### src/rtl/logic_gate_pkg.sv
// Op codes and the per-bit 3-input gate function shared by the logic_gate_pipe datapath.
package logic_gate_pkg;

  localparam int OP_W = 3;

  localparam logic [OP_W-1:0] OP_AND3  = 3'd0;
  localparam logic [OP_W-1:0] OP_OR3   = 3'd1;
  localparam logic [OP_W-1:0] OP_XOR3  = 3'd2;
  localparam logic [OP_W-1:0] OP_NAND3 = 3'd3;
  localparam logic [OP_W-1:0] OP_NOR3  = 3'd4;
  localparam logic [OP_W-1:0] OP_XNOR3 = 3'd5;
  localparam logic [OP_W-1:0] OP_MUX   = 3'd6;
  localparam logic [OP_W-1:0] OP_MAJ   = 3'd7;

  // Evaluated one bit at a time so the caller can apply it to any operand width.
  function automatic logic gate_eval(input logic [OP_W-1:0] op,
                                     input logic a, input logic b, input logic c);
    logic r;
    r = 1'b0;
    case (op)
      OP_AND3:  r = a & b & c;
      OP_OR3:   r = a | b | c;
      OP_XOR3:  r = a ^ b ^ c;
      OP_NAND3: r = ~(a & b & c);
      OP_NOR3:  r = ~(a | b | c);
      OP_XNOR3: r = ~(a ^ b ^ c);
      OP_MUX:   r = c ? b : a;
      OP_MAJ:   r = (a & b) | (a & c) | (b & c);
    endcase
    return r;
  endfunction

endpackage

### src/rtl/logic_gate_stage.sv
// One valid/ready register slice; loads whenever it is empty or its contents leave this cycle,
// so an empty slice absorbs data even while everything downstream is stalled.
module logic_gate_stage #(
  parameter int WIDTH = 9
) (
  input  logic             clk,
  input  logic             reset,
  input  logic             in_valid,
  output logic             in_ready,
  input  logic [WIDTH-1:0] in_data,
  output logic             out_valid,
  input  logic             out_ready,
  output logic [WIDTH-1:0] out_data
);

  logic             vld;
  logic [WIDTH-1:0] data;

  assign in_ready  = ~vld | out_ready;
  assign out_valid = vld;
  assign out_data  = data;

  always_ff @(posedge clk) begin
    if (reset) begin
      vld  <= 1'b0;
      data <= '0;
    end else if (in_ready) begin
      vld <= in_valid;
      if (in_valid) data <= in_data;
    end
  end

endmodule

### src/rtl/logic_gate_pipe.sv
// Pipelined 3-input bitwise gate with valid/ready flow control and bubble collapsing.
// Build option LOGIC_GATE_PIPE_STATS_EN adds the xfer_count / stall_flag statistics outputs.
module logic_gate_pipe
  import logic_gate_pkg::*;
#(
  parameter int WIDTH  = 8,
  parameter int STAGES = 2
) (
  input  logic             clk,
  input  logic             reset,
  input  logic             in_valid,
  output logic             in_ready,
  input  logic [WIDTH-1:0] a,
  input  logic [WIDTH-1:0] b,
  input  logic [WIDTH-1:0] c,
  input  logic [OP_W-1:0]  op,
  output logic             out_valid,
  input  logic             out_ready,
  output logic [WIDTH-1:0] y,
  output logic             y_parity
`ifdef LOGIC_GATE_PIPE_STATS_EN
  ,
  output logic [15:0]      xfer_count,
  output logic             stall_flag
`endif
);

  localparam int PW = WIDTH + 1;

  if (STAGES < 1 || STAGES > 4) begin : g_bad_stages
    $error("logic_gate_pipe: STAGES must be in 1..4");
  end
  if (WIDTH < 1) begin : g_bad_width
    $error("logic_gate_pipe: WIDTH must be at least 1");
  end

  logic [WIDTH-1:0] f_res;
  logic             f_par;

  always_comb begin
    f_res = '0;
    for (int i = 0; i < WIDTH; i++) begin
      f_res[i] = gate_eval(op, a[i], b[i], c[i]);
    end
    f_par = ^f_res;
  end

  // Each slice keeps its own handshake nets so the ready chain never loops through one vector.
  for (genvar i = 0; i < STAGES; i++) begin : g_stage
    logic          up_valid;
    logic          up_ready;
    logic [PW-1:0] up_data;
    logic          dn_valid;
    logic          dn_ready;
    logic [PW-1:0] dn_data;

    if (i == 0) begin : g_first
      assign up_valid = in_valid;
      assign up_data  = {f_par, f_res};
    end else begin : g_next
      assign up_valid = g_stage[i-1].dn_valid;
      assign up_data  = g_stage[i-1].dn_data;
    end

    if (i == STAGES - 1) begin : g_last
      assign dn_ready = out_ready;
    end else begin : g_mid
      assign dn_ready = g_stage[i+1].up_ready;
    end

    logic_gate_stage #(.WIDTH(PW)) u_stage (
      .clk       (clk),
      .reset     (reset),
      .in_valid  (up_valid),
      .in_ready  (up_ready),
      .in_data   (up_data),
      .out_valid (dn_valid),
      .out_ready (dn_ready),
      .out_data  (dn_data)
    );
  end

  assign in_ready        = g_stage[0].up_ready;
  assign out_valid       = g_stage[STAGES-1].dn_valid;
  assign {y_parity, y}   = g_stage[STAGES-1].dn_data;

`ifdef LOGIC_GATE_PIPE_STATS_EN
  always_ff @(posedge clk) begin
    if (reset) begin
      xfer_count <= '0;
      stall_flag <= 1'b0;
    end else begin
      if (out_valid && out_ready && xfer_count != 16'hFFFF) begin
        xfer_count <= xfer_count + 16'd1;
      end
      stall_flag <= out_valid & ~out_ready;
    end
  end
`endif

endmodule
### config.mk
export PLATFORM = sky130hd
export DESIGN_NAME = logic_gate_pipe
export DESIGN_NICKNAME = d
export VERILOG_FILES = /design/src/rtl/logic_gate_pkg.sv /design/src/rtl/logic_gate_stage.sv /design/src/rtl/logic_gate_pipe.sv
export SDC_FILE = /design/constraint.sdc
export NUM_CORES = 1
export LEC_CHECK = 0
export CORE_MARGIN = 2
export CORE_UTILIZATION = 55
export CTS_CLUSTER_DIAMETER = 40
export CTS_CLUSTER_SIZE = 25
export DETAILED_ROUTE_END_ITERATION = 8
export MAX_ROUTING_LAYER = met4
export PLACE_DENSITY = 0.95
export SETUP_SLACK_MARGIN = 0.02
export SLEW_MARGIN = 25
export SYNTH_ARGS = -nofsm -noshare
export SYNTH_HDL_FRONTEND = slang
export SYNTH_SLANG_ARGS = --single-unit
### constraint.sdc
create_clock -name clk -period 3.1 [get_ports clk]
set_clock_uncertainty 0.15 [all_clocks]
set_input_delay 0.31 -clock clk [delete_from_list [all_inputs] [get_ports clk]]
set_output_delay 0.31 -clock clk [all_outputs]
set_load 0.1 [all_outputs]
==> results of run 1 <==
==> through the flow <==
step / std cells / hold WS [ps] / area [um^2]
floorplan: 230 / 286 / 1940
global placement: 312 / 292 / 2360
detailed placement: 312 / 298 / 2360
CTS: 316 / 313 / 2400
global route: 316 / 349 / 2400
finish: 316 / 310 / 2400
==> power groups by stage <==
stage                     clock (mW)  combinational, mW  sequential (mW)
after detailed placement           0              0.323            0.289
final                          0.150              0.323            0.283
after global routing           0.158              0.353            0.285
after CTS                      0.151              0.324            0.283
after floorplan                    0              0.192            0.318
after global placement             0              0.312            0.288
==> final cells by class <==
type	count	area [um^2]
multi-input cells	180	1400
fillers	309	962
repair buffers	48	435
flip-flops and latches	20	400
inverters	18	67.6
well taps	46	57.6
clock buffers	4	36.3
==> state kept, by name (all words and copies together), names as in the netlist <==
signal	count
g_stage.u_stage.out_data	18
g_stage.u_stage.out_valid	2
==> worst paths after layout <==
| path | from | end | slack, ps |
|---|---|---|---|
| worst max-delay path | c[1] | g_stage[0].u_stage.out_data[8] | 390 |
| worst min-delay path | g_stage[0].u_stage.out_data[2] | g_stage[0].u_stage.out_data[2] | 310 |
| worst max register to register | g_stage[1].u_stage.out_valid | g_stage[0].u_stage.out_data[5] | 1400 |
| worst min register to register | g_stage[0].u_stage.out_data[2] | g_stage[0].u_stage.out_data[2] | 310 |
==> kinds of logic (layout without fill, tap and decap cells) <==
group	Yosys count	count (layout)	synth area share [%]
compound gates	55	55	20.2
xor+xnor	7	7	3.16
fa+ha+maj	24	24	18.6
buf+inv	30	70	7.09
flops	20	20	20.6
mux	21	21	10.9
simple gates	73	73	19.5
==> per-layer routing <==
layer	vias to the layer above	GRT usage, %
li1	879	-
met1	829	23.9
met2	50	37.4
met3	7	1.79
met4	0	7.88
met5	-	-
==> layout by cell type, fill, tap and decap left out, types with 10 or more instances in the layout <==
master	instances
clkdlybuf4s50_1	30
nor2_1	22
a21oi_1	22
nand2_1	20
mux2i_1	20
dfxtp_1	20
buf_4	18
inv_1	16
ha_1	16
nor2b_1	10
==> worst min-delay path: stages, from the launching register on <==
cell,delay (ps)
dfxtp_1,320
nand2_1,50
a21oi_1,50
==> impl_metrics.ini, run 1 <==
[status]
status = completed

[grt]
grtUsageTotal_pct = 20.8
grt_pass1_vias = 1668
grt_max_degree = 21
grt_overflow_total = 0
grt_pass1_wl_mm = 6.74
antenna_found_initial = 0

[drt]
via_per_inst = 5.59
via_count = 1765
wl_met2_mm = 2.04
wl_per_cell_um = 12.6
wirelength_mm = 3.99
top_layer = met4
route.met3.wl_um = 171
drt_iter0_markers = 93
dr.pass1.iters = 4
ant_nets = 0
drc = 0
wl_met1_mm = 1.73

[logic_synthesis]
synth_edf_count = 0
synth_area_leaders = dfxtp_1 (21%), ha_1 (10%), mux2i_1 (10%)
syn_avg_cell_area_um2 = 8.44
synth_nets = 285
yosysTopAreaCell = dfxtp_1
yosys-top-cells-count = a21oi_1 (22), nor2_1 (22), dfxtp_1 (20), mux2i_1 (20), nand2_1 (20)
yosysSeqAreaShare_pct = 20.6
yosys_warnings = 0
synthCells = 230
async_flop_share_pct = 0
netlist_area_um2 = 1940
yosysTopAreaCellShare_pct = 20.6
synth-seq-cells = 20
ys_types = 41
ys.flop_type = dfxtp_1

[die]
die_area_um2 = 4020
io_pins = 42
rows = 21
coreArea_um2 = 3360
dieWidth_um = 63.4
initial_core_util_pct = 57.7
die_h_um = 63.4

[pwr]
swShare_pct = 34.4
power_frac_seq_pct = 37.4
ir_drop_mv = 0.128
total_power_uw = 756
clkPwrFrac_pct = 19.8
powerDensity_nw_per_um2 = 315
p_leak_nw = 1.08
p_sw_uw = 260
share_comb_of_total_power_pct = 42.8
intPower_uw = 496

[setup_path]
critical_path_buf_inv_count = 1
critPathKind = input pin to register
path_depth = 10
endpoint_kind = register
r2r.worst_path.cells = 5
crit_slowest_cell = clkdlybuf4s50_1
worst_setup_path_start_kind = input pin
worstPathArrival_ps = 2770
cp_common_cell = xnor2_1
path_cells = clkdlybuf4s50_1 > fa_1 > and3b_1 > a21oi_1 > o22ai_1 > a2bb2oi_1 > xnor2_1 > xnor2_1 > xnor2_1 > a311oi_1
critPathTopFamily = compound AO/OA/AOI/OAI gates
cp_max_fo = 5
crit_path_max_incr_delay_ps = 570
cp.required_ps = 3170

[timing]
fin_crit_ps = 2710
fin_ws_ps = 395
fin_crit_sh_pct = 87.3
maxSlewViolCount = 0
tns_ps = 0
max_freq_mhz = 370
max-slew-margin-rel_pct = 55.6
rsz0062_at_grt = false
max_slew.worst_pin.slew_ps = 664
hold_violations = 0
finalSetupViolations = 0

[final_layout]
fin_nets = 326
postLayoutCoreUtil_pct = 71.4
antenna_cells = 0
syn_to_final_growth_pct = 23.6
drive_above_1_share_pct = 11.9

[cts]
clockBufferDepth = 2
root_buffer = clkbuf_4
cts_tree = built
clkLatencyLatePin_ps = 300
clk_pin_slew_ps = 110
cts_sinks = 20
postCtsResizedCells = 0
hold_buffers = 0
htree_levels = 1
post-cts-setup-buffers = 0
numCtsBuffers = 3

[worst_hold_path]
hold_path_class = register to register
hold_depth = 2

[place]
routabilityCongestion = 0.843
hpwl_mm = 3.20
place_ws_ps = 66.5
port-buffer-count = 41

[job]
drv_cap = 0
(Power assumes the default switching activity.)
==> run 2: changes to the inputs <==
--- a/config.mk
+++ b/config.mk
@@ -5,7 +5,6 @@
 export SDC_FILE = /design/constraint.sdc
 export NUM_CORES = 1
 export LEC_CHECK = 0
-export CORE_MARGIN = 2
 export CORE_UTILIZATION = 55
 export CTS_CLUSTER_DIAMETER = 40
 export CTS_CLUSTER_SIZE = 25
==> impl_metrics.ini, run 2 (synthesis results as in run 1) <==
[place]
hpwl_mm = 3.11
routabilityCongestion = 0.863
port-buffer-count = 41

[pwr]
share_comb_of_total_power_pct = 42.9
p_sw_uw = 260
swShare_pct = 34.3
p_leak_nw = 1.10
clkPwrFrac_pct = 19.8
powerDensity_nw_per_um2 = 313
ir_drop_mv = 0.139
intPower_uw = 498
power_frac_seq_pct = 37.3

[timing]
hold_violations = 0
max_slew.worst_pin.slew_ps = 680
fin_crit_ps = 2680
fin_crit_sh_pct = 86.6
holdWs_ps = 311
rsz0062_at_grt = false
maxSlewViolCount = 0
max-slew-margin-rel_pct = 54.5
max_freq_mhz = 373
tns_ps = 0
finalSetupViolations = 0

[cts]
numCtsBuffers = 3
root_buffer = clkbuf_4
hold_buffers = 0
post-cts-setup-buffers = 0
cts_tree = built
clkLatencyLatePin_ps = 300
clk_pin_slew_ps = 110
postCtsResizedCells = 0
cts_sinks = 20
clockBufferDepth = 2
htree_levels = 1

[final_layout]
nFillCells = 280
fin_nets = 329
final_cell_mix = clkdlybuf4s50_1 (30), nor2_1 (22), a21oi_1 (22)
largest_reg_flops = 18
layout_commonest_cell = clkdlybuf4s50_1
drive_above_1_share_pct = 12.8
antenna_cells = 0
syn_to_final_growth_pct = 24.8

[setup_path]
cp.required_ps = 3160
endpoint_kind = register
critPathKind = input pin to register
worst_setup_path_start_kind = input pin
cp_max_fo = 5
worstPathArrival_ps = 2740

[die]
die_h_um = 61.4
rows = 21
io_pins = 42
dieWidth_um = 61.4
die_area_um2 = 3770
coreArea_um2 = 3360
initial_core_util_pct = 57.7

[grt]
grt_pass1_vias = 1544
grt_pass1_wl_mm = 6.40
grtUsageTotal_pct = 23.2
antenna_found_initial = 0
grt_max_degree = 21
grt_overflow_total = 0

[drt]
wirelength_mm = 3.95
dr.pass1.iters = 4
wl_per_cell_um = 12.4
via_per_inst = 5.35
drt_iter0_markers = 80
drc = 0
via_count = 1707
ant_nets = 0

[status]
status = completed

[worst_hold_path]
hold_path_class = register to register

[job]
drv_cap = 0
==> run 2: cell count changes in the layout (fill, tap and decap cells not counted) <==
cell	previous run	this run
buf_4	18	21
==> run 2: per-layer routing <==
layer / vias to the layer above / global-route usage [%] / part of all wire (%)
li1: 880 / - / -
met1: 765 / 27.2 / 45
met2: 55 / 41.6 / 50
met3: 7 / 0.840 / 4.0
met4: 0 / 9.21 / 1.5
met5: - / - / 0
==> run 2: per-stage QoR <==
stage | setup slack [ps] | area, um^2 | util, % | power (mW) | std cells
global placement | 177 | 2390 | 71.0 | 0.603 | 315
detailed placement | 117 | 2390 | 71.0 | 0.612 | 315
global route | 284 | 2420 | 72.1 | 0.800 | 319
floorplan | 511 | 1940 | - | 0.510 | 230
finish | 417 | 2420 | 72.1 | 0.758 | 319
CTS | 437 | 2420 | 72.1 | 0.758 | 319
==> run 2: worst paths after layout <==
path	startpoint	to	slack, ps	depth (start not counted)
setup / recovery	c[1]	g_stage[0].u_stage.out_data[8]	420	10
hold / removal	g_stage[0].u_stage.out_data[3]	g_stage[0].u_stage.out_data[3]	310	2
setup reg to reg	g_stage[1].u_stage.out_valid	g_stage[0].u_stage.out_data[5]	1440	5
hold reg to reg	g_stage[0].u_stage.out_data[3]	g_stage[0].u_stage.out_data[3]	310	2
==> run 2: final cells by class <==
type	count	area, um^2	area share (%)
Timing Repair Buffer	51	458	18.9
Clock buffer	4	36.3	1.50
Sequential cell	20	400	16.5
Inverter	18	67.6	2.79
Tap cell	46	57.6	2.37
Multi-Input combinational cell	180	1400	57.9
==> run 2: worst max-delay path, cell delays in order <==
cell	delay (ps)
clkdlybuf4s50_1	570
fa_1	460
and3b_1	220
a21oi_1	40
o22ai_1	150
a2bb2oi_1	300
xnor2_1	180
xnor2_1	150
xnor2_1	90
a311oi_1	270
==> run 2: power by group through the flow <==
stage | registers [mW] | logic [mW] | clock network, mW
finish | 0.283 | 0.325 | 0.150
global route | 0.285 | 0.356 | 0.159
CTS | 0.283 | 0.326 | 0.150
detailed placement | 0.289 | 0.323 | 0
global placement | 0.288 | 0.315 | 0
floorplan | 0.318 | 0.192 | 0
==> run 3: changes to the inputs <==
--- a/config.mk
+++ b/config.mk
@@ -5,6 +5,7 @@
 export SDC_FILE = /design/constraint.sdc
 export NUM_CORES = 1
 export LEC_CHECK = 0
+export CAP_MARGIN = 15
 export CORE_UTILIZATION = 55
 export CTS_CLUSTER_DIAMETER = 40
 export CTS_CLUSTER_SIZE = 25
==> results of run 3 <==
Same layout as run 2: the final DEF is identical, and so are final timing and power.
==> RTL change (config.mk and constraints of run 2) <==
The parameter `WIDTH` goes from 8 to 6.
--- a/src/rtl/logic_gate_pipe.sv
+++ b/src/rtl/logic_gate_pipe.sv
@@ -3,7 +3,7 @@
 module logic_gate_pipe
   import logic_gate_pkg::*;
 #(
-  parameter int WIDTH  = 8,
+  parameter int WIDTH  = 6,
   parameter int STAGES = 2
 ) (
   input  logic             clk,
Interface: changed (resized a, b, c and y); port bits go from 42 to 34. The function was not compared with the original's and may differ.
==> RTL change against run 2 <==
- core utilization rose by 2.9 points
- clock power fell by 5%
- non-clock buffer count fell by 9
- first-iteration DRC count fell by 60%
- maximum frequency fell by 2.7%
- setup slack got worse by 0.076 ns
- sequential cell count fell by 4
- die area fell by 22%
- critical path depth fell by 1
- wire length fell by 13%
- cell area fell by 22%
- area after synthesis fell by 23%
- largest cell class unchanged
- total power fell by 18%
- critical endpoint is now g_stage[0].u_stage.out_data[6]
- highest routed layer unchanged
- register-to-register slack got worse by 0.05 ns
==> RTL change: results (changes against run 2) <==
slowest stage delay, CP = 0.53 ns (was 0.57 ns)
largest net degree at the start of global routing = 17 (was 21)
DRT iter0 DRCs = 32 (was 80)
wire length on met3 = 190 um (was 158 um)
M1 wire length = 1.34 mm (was 1.77 mm)
max FFs per register = 14 (was 18)
post-synthesis mux area share = 0.107 (was 0.109)
status = completed (unchanged)
I/O Buffers = 33 (was 41)
Psw = 213 uW (was 260 uW)
Max VDD drop = 0.381 mV (was 0.139 mV)
first-pass GRT wire length = 5.87 mm (was 6.40 mm)
gpl congestion = 0.868 (was 0.863)
critical path data arrival time = 2.81 ns (was 2.74 ns)
Leak = 0.000884 uW (was 0.00110 uW)
HPWL Detailed = 2.81 mm (was 3.11 mm)
power per standard cell area = 328 nW/um^2 (was 313 nW/um^2)
CP max FO = 4 (was 5)
Slew headroom = 0.650 (was 0.545)
DR WL met2 = 1.87 mm (was 1.96 mm)
Post-Route WL = 3.45 mm (was 3.95 mm)
list of most frequent post-synthesis cells = nor2_1, nand2_1, dfxtp_1, a21oi_1, mux2i_1 (was a21oi_1, nor2_1, dfxtp_1, mux2i_1, nand2_1)
Net count, final = 262 (was 329)
adder-cell share of the synthesized area = 0.180 (was 0.186)
CP max stage cell = fa_1 (was clkdlybuf4s50_1)
initial antenna violation count = 0 (unchanged)
Synth Area in Compound Gates = 0.193 (was 0.202)
total global-route track usage = 0.281 (was 0.232)
sequential area share after synthesis = 0.213 (was 0.206)
top cells by area, synth = dfxtp_1, ha_1, mux2i_1 (unchanged)
layout cells sized above 1 = 0.138 (was 0.128)
Clk pwr share = 0.230 (was 0.198)
post-synthesis net count = 223 (was 285)
xor/xnor share of the synthesized area = 0.0325 (was 0.0316)
Fill cells = 188 (was 280)
-- RTL change: per-stage QoR --
| stage | cell area, um^2 | util | std cells | setup slack, ns | TNS, ns |
|---|---|---|---|---|---|
| floorplan | 1500 | - | 180 | 0.252 | 0 |
| finish | 1890 | 0.750 | 248 | 0.341 | 0 |
| global route | 1890 | 0.750 | 248 | 0.147 | 0 |
| CTS | 1890 | 0.750 | 248 | 0.326 | 0 |
| global placement | 1860 | 0.736 | 244 | 0.173 | 0 |
| detailed placement | 1860 | 0.736 | 244 | -0.00388 | -0.00388 |
-- RTL change: worst min-delay path: cells and delay by family (launching register included) --
kind	cells	cell delay, ns
AOI/OAI and AO/OA	1	0.05
DFF	1	0.32
and+or+nand+nor	1	0.05
-- RTL change: path summary, 6_finish.rpt --
check | start | endpoint | slack [ns] | cells after the start
min | g_stage[0].u_stage.out_data[3] | g_stage[0].u_stage.out_data[3] | 0.31 | 2
min reg2reg | g_stage[0].u_stage.out_data[3] | g_stage[0].u_stage.out_data[3] | 0.31 | 2
max reg2reg | g_stage[1].u_stage.out_valid | g_stage[0].u_stage.out_data[5] | 1.39 | 6
max | a[3] | g_stage[0].u_stage.out_data[6] | 0.34 | 9
-- RTL change: area by class of cell --
type | count | area [um^2] | share of cell area
clock buffer | 4 | 36.3 | 0.0192
inverter | 15 | 56.3 | 0.0298
multi-input combinational | 141 | 1070 | 0.563
sequential | 16 | 320 | 0.169
tap | 30 | 37.5 | 0.0198
timing repair buffer | 42 | 375 | 0.198
-- RTL change: metal layers --
layer  vias up  track usage
li1        697            -
met1       674        0.297
met2        65        0.520
met3         8       0.0500
met4         0       0.0940
met5         -            -
